--- config.mk ---
export PLATFORM = sky130hd
export DESIGN_NAME = trap_redirect_ctrl_flat
export DESIGN_NICKNAME = d
export VERILOG_FILES = /design/src/rtl/trap_redirect_if.sv /design/src/rtl/trap_redirect_ctrl.sv /design/src/flat_wrapper.sv
export SDC_FILE = /design/constraint.sdc
export NUM_CORES = 1
export LEC_CHECK = 0
export ABC_AREA = 1
export ABC_CLOCK_PERIOD_IN_PS = 1800
export CORE_MARGIN = 8
export CORE_UTILIZATION = 49
export CTS_BUF_LIST = sky130_fd_sc_hd__clkbuf_4
export DETAILED_ROUTE_END_ITERATION = 10
export GPL_ROUTABILITY_DRIVEN = 0
export PLACE_DENSITY = 0.87
export RECOVER_POWER = 50
export REMOVE_ABC_BUFFERS = 1
export SLEW_MARGIN = 0
export SYNTH_ARGS = -nofsm -noshare
export SYNTH_HDL_FRONTEND = slang
export SYNTH_SLANG_ARGS = --single-unit
--- constraint.sdc ---
create_clock -name clk_i -period 1.8 [get_ports clk_i]
set_input_delay 0.36 -clock clk_i [delete_from_list [all_inputs] [get_ports clk_i]]
set_output_delay 0.36 -clock clk_i [all_outputs]
set_load 0.02 [all_outputs]
--- src/rtl/trap_redirect_if.sv ---
// Writeback-to-fetch trap/MRET redirect bus between the pipeline and trap_redirect_ctrl.
// Signal suffixes are from the controller's point of view.
interface trap_redirect_if;
    localparam int unsigned XLEN = 32;

    logic            wb_valid_insn_i;
    logic            wb_trap_valid_i;
    logic            wb_is_mret_i;
    logic [XLEN-1:0] trap_handler_addr_i;
    logic [XLEN-1:0] mepc_i;
    logic            redirect_ready_i;
    logic            flush_o;
    logic            stall_o;
    logic            redirect_valid_o;
    logic [XLEN-1:0] redirect_pc_o;
    logic [XLEN-1:0] trap_count_o;

    modport slave (
        input  wb_valid_insn_i, wb_trap_valid_i, wb_is_mret_i,
        input  trap_handler_addr_i, mepc_i, redirect_ready_i,
        output flush_o, stall_o, redirect_valid_o, redirect_pc_o, trap_count_o
    );

    modport master (
        output wb_valid_insn_i, wb_trap_valid_i, wb_is_mret_i,
        output trap_handler_addr_i, mepc_i, redirect_ready_i,
        input  flush_o, stall_o, redirect_valid_o, redirect_pc_o, trap_count_o
    );
endinterface

--- src/rtl/trap_redirect_ctrl.sv ---
// Trap/MRET redirect controller: samples a writeback event in IDLE, flushes younger
// instructions for FLUSH_CYCLES cycles, then holds a redirect to fetch until accepted.
module trap_redirect_ctrl #(
    parameter int unsigned FLUSH_CYCLES = 2
) (
    input  logic            clk_i,
    input  logic            rst_ni,
    trap_redirect_if.slave  ctrl_if
);
    localparam int unsigned XLEN  = 32;
    localparam int unsigned CNT_W = 4;
    localparam logic [XLEN-1:0] ALIGN_MASK = {{(XLEN-2){1'b1}}, 2'b00};

    typedef enum logic [1:0] {
        ST_IDLE,
        ST_FLUSH,
        ST_REDIRECT
    } state_e;

    state_e            state_q, state_d;
    logic [CNT_W-1:0]  flush_cnt_q, flush_cnt_d;
    logic [XLEN-1:0]   target_q, target_d;
    logic [XLEN-1:0]   trap_count_q, trap_count_d;
    logic              flush_q, flush_d;
    logic              stall_q, stall_d;
    logic              redirect_valid_q, redirect_valid_d;
    logic [XLEN-1:0]   redirect_pc_q, redirect_pc_d;
    logic              trap_evt_c;
    logic              mret_evt_c;

    assign trap_evt_c = ctrl_if.wb_valid_insn_i & ctrl_if.wb_trap_valid_i;
    assign mret_evt_c = ctrl_if.wb_valid_insn_i & ctrl_if.wb_is_mret_i & ~ctrl_if.wb_trap_valid_i;

    // Next-state and registered-output decode; outputs follow the next state so they
    // line up with the state register.
    always_comb begin
        state_d      = state_q;
        flush_cnt_d  = flush_cnt_q;
        target_d     = target_q;
        trap_count_d = trap_count_q;

        case (state_q)
            ST_IDLE: begin
                if (trap_evt_c) begin
                    target_d     = ctrl_if.trap_handler_addr_i & ALIGN_MASK;
                    trap_count_d = trap_count_q + XLEN'(1);
                    flush_cnt_d  = CNT_W'(FLUSH_CYCLES - 1);
                    state_d      = ST_FLUSH;
                end else if (mret_evt_c) begin
                    target_d    = ctrl_if.mepc_i & ALIGN_MASK;
                    flush_cnt_d = CNT_W'(FLUSH_CYCLES - 1);
                    state_d     = ST_FLUSH;
                end
            end
            ST_FLUSH: begin
                if (flush_cnt_q == '0) begin
                    state_d = ST_REDIRECT;
                end else begin
                    flush_cnt_d = flush_cnt_q - CNT_W'(1);
                end
            end
            ST_REDIRECT: begin
                if (ctrl_if.redirect_ready_i) begin
                    state_d = ST_IDLE;
                end
            end
            default: state_d = ST_IDLE;
        endcase

        flush_d          = (state_d == ST_FLUSH);
        stall_d          = (state_d != ST_IDLE);
        redirect_valid_d = (state_d == ST_REDIRECT);
        redirect_pc_d    = redirect_valid_d ? target_d : '0;
    end

    always_ff @(posedge clk_i or negedge rst_ni) begin
        if (!rst_ni) begin
            state_q          <= ST_IDLE;
            flush_cnt_q      <= '0;
            target_q         <= '0;
            trap_count_q     <= '0;
            flush_q          <= 1'b0;
            stall_q          <= 1'b0;
            redirect_valid_q <= 1'b0;
            redirect_pc_q    <= '0;
        end else begin
            state_q          <= state_d;
            flush_cnt_q      <= flush_cnt_d;
            target_q         <= target_d;
            trap_count_q     <= trap_count_d;
            flush_q          <= flush_d;
            stall_q          <= stall_d;
            redirect_valid_q <= redirect_valid_d;
            redirect_pc_q    <= redirect_pc_d;
        end
    end

    assign ctrl_if.flush_o          = flush_q;
    assign ctrl_if.stall_o          = stall_q;
    assign ctrl_if.redirect_valid_o = redirect_valid_q;
    assign ctrl_if.redirect_pc_o    = redirect_pc_q;
    assign ctrl_if.trap_count_o     = trap_count_q;
endmodule

--- src/flat_wrapper.sv ---
// flat-port wrapper written by rule: the top's interface ports become plain ports
module trap_redirect_ctrl_flat 
#(
    parameter int unsigned FLUSH_CYCLES = 2
)
  (clk_i, rst_ni, ctrl_if_wb_valid_insn_i, ctrl_if_wb_trap_valid_i, ctrl_if_wb_is_mret_i, ctrl_if_trap_handler_addr_i, ctrl_if_mepc_i, ctrl_if_redirect_ready_i, ctrl_if_flush_o, ctrl_if_stall_o, ctrl_if_redirect_valid_o, ctrl_if_redirect_pc_o, ctrl_if_trap_count_o);
  trap_redirect_if ctrl_if_i ();
  input  logic clk_i;
  input  logic rst_ni;
  input wire logic [$bits(ctrl_if_i.wb_valid_insn_i)-1:0] ctrl_if_wb_valid_insn_i;
  input wire logic [$bits(ctrl_if_i.wb_trap_valid_i)-1:0] ctrl_if_wb_trap_valid_i;
  input wire logic [$bits(ctrl_if_i.wb_is_mret_i)-1:0] ctrl_if_wb_is_mret_i;
  input wire logic [$bits(ctrl_if_i.trap_handler_addr_i)-1:0] ctrl_if_trap_handler_addr_i;
  input wire logic [$bits(ctrl_if_i.mepc_i)-1:0] ctrl_if_mepc_i;
  input wire logic [$bits(ctrl_if_i.redirect_ready_i)-1:0] ctrl_if_redirect_ready_i;
  output wire logic [$bits(ctrl_if_i.flush_o)-1:0] ctrl_if_flush_o;
  output wire logic [$bits(ctrl_if_i.stall_o)-1:0] ctrl_if_stall_o;
  output wire logic [$bits(ctrl_if_i.redirect_valid_o)-1:0] ctrl_if_redirect_valid_o;
  output wire logic [$bits(ctrl_if_i.redirect_pc_o)-1:0] ctrl_if_redirect_pc_o;
  output wire logic [$bits(ctrl_if_i.trap_count_o)-1:0] ctrl_if_trap_count_o;
  assign ctrl_if_i.wb_valid_insn_i = ctrl_if_wb_valid_insn_i;
  assign ctrl_if_i.wb_trap_valid_i = ctrl_if_wb_trap_valid_i;
  assign ctrl_if_i.wb_is_mret_i = ctrl_if_wb_is_mret_i;
  assign ctrl_if_i.trap_handler_addr_i = ctrl_if_trap_handler_addr_i;
  assign ctrl_if_i.mepc_i = ctrl_if_mepc_i;
  assign ctrl_if_i.redirect_ready_i = ctrl_if_redirect_ready_i;
  assign ctrl_if_flush_o = ctrl_if_i.flush_o;
  assign ctrl_if_stall_o = ctrl_if_i.stall_o;
  assign ctrl_if_redirect_valid_o = ctrl_if_i.redirect_valid_o;
  assign ctrl_if_redirect_pc_o = ctrl_if_i.redirect_pc_o;
  assign ctrl_if_trap_count_o = ctrl_if_i.trap_count_o;
  trap_redirect_ctrl #(.FLUSH_CYCLES(FLUSH_CYCLES)) u_core (.clk_i(clk_i), .rst_ni(rst_ni), .ctrl_if(ctrl_if_i));
endmodule
==> results.toml, run 1 <==
[status]
status = "finished, final reports clean"

[worst_hold_path]
min_path_type = "input pin to asynchronous set/reset pin"

[die]
io_pins = 137
fp-row-count = 35
core-area_um2 = 9150
fp.dieArea_um2 = 12700
die_w_um = 113
fp.dieH_um = 113
initial_utilization = 0.500

[worst_setup_path]
cp_cell_sequence = "dlygate4sd2_1"
r2r_slack_ps = 170
crit_path_start = "u_core.ctrl_if.trap_count_o[21]$_DFFE_PN0P_"
cp.required_ps = 1440
reg2reg_from = "u_core.ctrl_if.trap_count_o[1]$_DFFE_PN0P_"
crit_type = "register to output port"
worstPathBufferInverterCount = 1
critical_path_arrival_ps = 1310
worst_path_max_delay_cell = "dfrtp_1"
crit_path_end_kind = "output port"
cp_top_family = "flip-flops"
crit_path_max_incr_delay_ps = 510
cp_max_fo = 6
start_kind = "register"

[global_routing]
grt_max_degree = 33
grt_pass1_vias = 4081
grt_pass1_wl_um = 19400
grt_usage = 0.186
grt_overflow = 0
antenna_found_initial = 0

[place]
placed_cells = 745
dp_hpwl_um = 8860
io_buffer_count = 132

[cts]
cts_tree = "yes"
clk_latency_ps = 440
cts-htree-levels = 3
cts_inserted_buffers = 9
clk_pin_slew_worst_paths_ps = 160
cts_buffer_depth = 2
post_cts_buffers = 0
cts.sinks = 105
cts_root_buffer = "clkbuf_4"

[flow_run]
maxCapViolations = 0

[timing]
timing.slew.headroom = 0.540
worst_pin_slew_ps = 690
timing.final.crit_share = 0.927
min_period_ps = 1670
hold_viol_final = 0
rsz0062_at_grt = "no"
tns_ps = 0
clock.fmax_ghz = 0.599
finalClockSkew_ps = 22.5
whs_ps = 439
drv_slew = 0
finalSetupViolCount = 0

[yosys]
synth_edf_count = 0
yosysMostFrequentCell = "dfrtp_1"
yosys-top-cells-area = "dfrtp_1 (57%), nor2_1 (7.9%), nand2_1 (7.0%), inv_1 (4.3%), o22ai_1 (4.0%)"
synth_cells = 499
syn_area_per_cell_um2 = 9.18
synthArstFlopShare = 1.00
synthesis.area_um2 = 4580
synth_warnings = 0
synth_cell_types = 29
synth_top_area_cell = "dfrtp_1"
yosys-top-cells-count = "dfrtp_1 (105), nor2_1 (96), nand2_1 (85), inv_1 (52), nor3_1 (34)"
yosys_register_bits = 105
synth_ff_type = "dfrtp_1"
yosysTopAreaCellShare = 0.574
synth.yosys.seq_area_share = 0.574

[final_layout]
stdcell_count = 762
syn_to_final_growth_pct = 33.0
final_util = 0.665
num-nets-final = 719
antennaDiodeCount = 0
drive_above_1_share = 0.0753

[routing]
first_iter_violations = 128
wl_um = 11500
ant_nets = 0
drc = 0
firstDrtPassIters = 4
wl_per_cell_um = 15.0
num_vias = 3912
via_per_inst = 5.13

[pwr]
power_frac_seq = 0.457
p_sw_uw = 2810
p_int_uw = 4520
ir_worst_vdd_mv = 0.830
leakagePower_uw = 0.00308
p_total_uw = 7320
power_density_nw_per_um2 = 1200
clkPwrFrac = 0.169
p_sw_frac = 0.383
p_comb_frac = 0.374
==> cell type report <==
cell class / instances / area, µm²
Sequential cell: 105 / 2630
Tap cell: 111 / 139
Inverter: 53 / 199
Fill cell: 741 / 3060
Timing Repair Buffer: 149 / 1340
Multi-Input combinational cell: 328 / 1640
Clock inverter: 7 / 76.3
Clock buffer: 9 / 67.6
==> power by group through the flow <==
stage,Clock [µW],Combinational [µW],Sequential (µW)
after floorplan,0,1120,3830
after global placement,0,3020,3380
after detailed placement,0,3110,3420
after CTS,1260,3020,3360
after global routing,1370,3010,3420
final,1240,2740,3350
==> cells by family (layout without fill, tap and decap cells) <==
| logic type | after synthesis | after routing | share of synthesized area |
|---|---|---|---|
| flops | 105 | 105 | 0.574 |
| fa+ha+maj | 3 | 3 | 0.00820 |
| xor+xnor | 17 | 17 | 0.0325 |
| simple gates | 267 | 267 | 0.264 |
| compound gates | 41 | 41 | 0.0557 |
| buf+inv | 66 | 218 | 0.0653 |
==> per-layer routing <==
| metal | GRT usage | vias to the layer above | share of wire |
|---|---|---|---|
| met4 | 0.0513 | 0 | 0.018 |
| li1 | - | 1905 | - |
| met2 | 0.316 | 121 | 0.50 |
| met3 | 0.0628 | 20 | 0.077 |
| met5 | 0 | - | 0 |
| met1 | 0.219 | 1866 | 0.40 |
==> flip-flops by register name, indices dropped and copies added (netlist names) <==
| name | count |
|---|---|
| u_core.ctrl_if.redirect_pc_o | 32 |
| u_core.ctrl_if.trap_count_o | 32 |
| u_core.target_q | 32 |
| u_core.flush_cnt_q | 4 |
| u_core.state_q | 2 |
| u_core.ctrl_if.flush_o | 1 |
| u_core.ctrl_if.redirect_valid_o | 1 |
| u_core.ctrl_if.stall_o | 1 |
==> per-stage QoR <==
step           setup WS, ps  instance area, µm²
5_1_grt                35.5                6090
3_3_place_gp          -17.1                6140
2_1_floorplan         -97.1                4480
4_1_cts               0.467                6240
6_report                132                6090
3_5_place_dp          -47.5                6140
==> placed cells by master (no fill, tap or decap), types with 11 or more instances in the layout <==
cell,synthesis,final
dfrtp_1,105,105
nor2_1,96,96
nand2_1,85,86
clkdlybuf4s50_1,0,64
inv_1,52,53
dlygate4sd2_1,0,42
nor3_1,34,34
o22ai_1,29,29
nand3_1,20,20
clkbuf_1,1,19
clkbuf_4,0,11
==> timing repair <==
| action | in CTS | in global routing |
|---|---|---|
| hold buffers | 1 | 0 |
| gates cloned | 0 | 0 |
| endpoints found under the hold margin | 20 | 0 |
| gates resized for setup | 42 | 25 |
| endpoints found under the setup margin | 42 | 25 |
==> worst paths after layout <==
path / endpoint / cells after the start
hold reg to reg: u_core.target_q[14]$_DFF_PN0_ / 2
hold / removal: u_core.ctrl_if.trap_count_o[9]$_DFFE_PN0P_ / 2
min in group clk_i: u_core.target_q[14]$_DFF_PN0_ / 2
setup / recovery: ctrl_if_trap_count_o[21] / 1
max in group asynchronous: u_core.ctrl_if.redirect_pc_o[14]$_DFF_PN0_ / 3
setup reg to reg: u_core.ctrl_if.trap_count_o[26]$_DFFE_PN0P_ / 8
Power figures use the tool's default switching activity.
==> run 2, diff against run 1 <==
--- a/config.mk
+++ b/config.mk
@@ -7,6 +7,7 @@
 export LEC_CHECK = 0
 export ABC_AREA = 1
 export ABC_CLOCK_PERIOD_IN_PS = 1800
+export CAP_MARGIN = 30
 export CORE_MARGIN = 8
 export CORE_UTILIZATION = 49
 export CTS_BUF_LIST = sky130_fd_sc_hd__clkbuf_4
@@ -19,3 +20,4 @@
 export SYNTH_ARGS = -nofsm -noshare
 export SYNTH_HDL_FRONTEND = slang
 export SYNTH_SLANG_ARGS = --single-unit
+export TNS_END_PERCENT = 10
==> results of run 2 <==
Final layout, timing and power as in run 1 (identical DEF).
==> run 3, diff against run 2 <==
--- a/config.mk
+++ b/config.mk
@@ -14,7 +14,6 @@
 export DETAILED_ROUTE_END_ITERATION = 10
 export GPL_ROUTABILITY_DRIVEN = 0
 export PLACE_DENSITY = 0.87
-export RECOVER_POWER = 50
 export REMOVE_ABC_BUFFERS = 1
 export SLEW_MARGIN = 0
 export SYNTH_ARGS = -nofsm -noshare
==> results.toml, run 3 (synthesis gave the netlist of run 1 again) <==
[worst_setup_path]
cp_cell_sequence = "dlygate4sd2_1"
crit_type = "register to output port"
reg2reg_to = "u_core.ctrl_if.trap_count_o[26]$_DFFE_PN0P_"
worstPathBufferInverterCount = 1
worst_path_max_delay_cell = "dfrtp_1"
r2r_slack_ps = 170
start_kind = "register"
cp_max_fo = 6
crit_path_max_incr_delay_ps = 500
crit_path_end_kind = "output port"
reg2reg_depth = 8
cp.required_ps = 1440
reg2reg_from = "u_core.ctrl_if.trap_count_o[1]$_DFFE_PN0P_"
cp_top_family = "flip-flops"
critical_path_arrival_ps = 1300

[die]
fp-row-count = 35
initial_utilization = 0.500
core-area_um2 = 9150
fp.dieArea_um2 = 12700
io_pins = 137
fp.dieH_um = 113
die_w_um = 113

[timing]
clock.fmax_ghz = 0.603
drv_slew = 0
min_period_ps = 1660
worst_pin_slew_ps = 336
rsz0062_at_grt = "no"
timing.slew.headroom = 0.775
finalClockSkew_ps = 18.0
hold_viol_final = 0
setup_ws_ps = 142
timing.final.crit_share = 0.921
finalSetupViolCount = 0

[place]
pre_cts_ws_ps = -47.5
dp_hpwl_um = 8860
io_buffer_count = 132
placed_cells = 745
dpl_cell_area_um2 = 6140

[global_routing]
antenna_found_initial = 0
grt_pass1_vias = 4081
grt_overflow = 0
grt_max_degree = 33
grt_pass1_wl_um = 19400
grt_usage = 0.186

[routing]
wl_um = 11500
firstDrtPassIters = 4
first_iter_violations = 141
wl_per_cell_um = 15.0
drc = 0
num_vias = 3901
ant_nets = 0
via_per_inst = 5.12

[final_layout]
final_common_cell = "dfrtp_1"
drive_above_1_share = 0.0814
syn_to_final_growth_pct = 37.7
final_util = 0.689
num-nets-final = 719
antennaDiodeCount = 0
layout_common_cells = "dfrtp_1 (105), nor2_1 (96), nand2_1 (85)"
stdcell_count = 762
design_area_um2 = 6300

[pwr]
power_frac_seq = 0.444
p_sw_uw = 2820
clkPwrFrac = 0.164
power_density_nw_per_um2 = 1190
p_comb_frac = 0.392
p_int_uw = 4710
p_sw_frac = 0.374
leakagePower_uw = 0.00346
ir_worst_vdd_mv = 0.833

[worst_hold_path]
min_path_type = "input pin to asynchronous set/reset pin"

[cts]
clk_pin_slew_worst_paths_ps = 170
cts_root_buffer = "clkbuf_4"
post_cts_buffers = 0
cts-htree-levels = 3
cts_buffer_depth = 2
cts.sinks = 105
clk_latency_ps = 440
cts_tree = "yes"
cts_inserted_buffers = 9

[status]
status = "finished, final reports clean"

[flow_run]
maxCapViolations = 0
-- run 3: cell types whose count changed in the layout (fill, tap and decap cells not counted), moves of 2 or more --
cell            before  now
clkbuf_4            11    9
buf_4                7   11
clkbuf_1            19    0
buf_12               4    6
clkbuf_2             2    0
dlymetal6s2s_1       7   25
-- run 3: routing by layer --
metal,part of all wire,wire length (µm),global-route usage,up-vias
li1,-,-,-,1901
met1,0.40,4610,0.219,1858
met2,0.50,5760,0.316,124
met3,0.078,896,0.0628,18
met4,0.017,193,0.0513,0
met5,0,0,0,-
-- run 3: cell type report --
| cell class | count | area [µm²] |
|---|---|---|
| tap | 111 | 139 |
| multi-input combinational | 328 | 1660 |
| inverter | 53 | 199 |
| fill | 696 | 2850 |
| clock inverter | 7 | 76.3 |
| clock buffer | 9 | 67.6 |
| timing repair buffer | 149 | 1530 |
| sequential | 105 | 2630 |
-- run 3: power groups by stage --
stage | clock network (µW) | registers, µW | logic, µW
3_3_place_gp | 0 | 3380 | 3020
2_1_floorplan | 0 | 3830 | 1120
5_1_grt | 1370 | 3420 | 3220
3_5_place_dp | 0 | 3420 | 3110
6_report | 1230 | 3340 | 2950
4_1_cts | 1260 | 3360 | 3020
-- run 3: timing repair --
action / 4_1_cts / 5_1_grt
endpoints found under the setup margin: 42 / 25
hold endpoints to repair: 20 / 0
resized for setup: 42 / 25
hold buffers: 1 / 0
gates cloned: 0 / 0
-- run 3: how the worst max path moves through the flow --
| stage | startpoint | to | slack [ps] | depth (start not counted) |
|---|---|---|---|---|
| after CTS | u_core.ctrl_if.redirect_pc_o[2]$_DFF_PN0_ | ctrl_if_redirect_pc_o[2] | 0.5 | 1 |
| after detailed placement | ctrl_if_wb_valid_insn_i | u_core.ctrl_if.redirect_pc_o[22]$_DFF_PN0_ | -50 | 8 |
| final | u_core.ctrl_if.trap_count_o[21]$_DFFE_PN0P_ | ctrl_if_trap_count_o[21] | 140 | 1 |
| after global placement | ctrl_if_wb_valid_insn_i | u_core.ctrl_if.trap_count_o[31]$_DFFE_PN0P_ | -20 | 9 |
| after floorplan | u_core.flush_cnt_q[0]$_DFFE_PN0P_ | u_core.ctrl_if.stall_o$_DFF_PN0_ | -100 | 6 |
| after global routing | u_core.ctrl_if.trap_count_o[1]$_DFFE_PN0P_ | u_core.ctrl_if.trap_count_o[26]$_DFFE_PN0P_ | 40 | 8 |
-- run 3: stage by stage --
stage	total power, µW	hold slack [ps]	setup TNS (ps)
floorplan	4950	64.4	-1000
global placement	6400	281	-24.6
detailed placement	6530	287	-214
CTS	7640	328	0
global route	8010	341	0
finish	7520	338	0
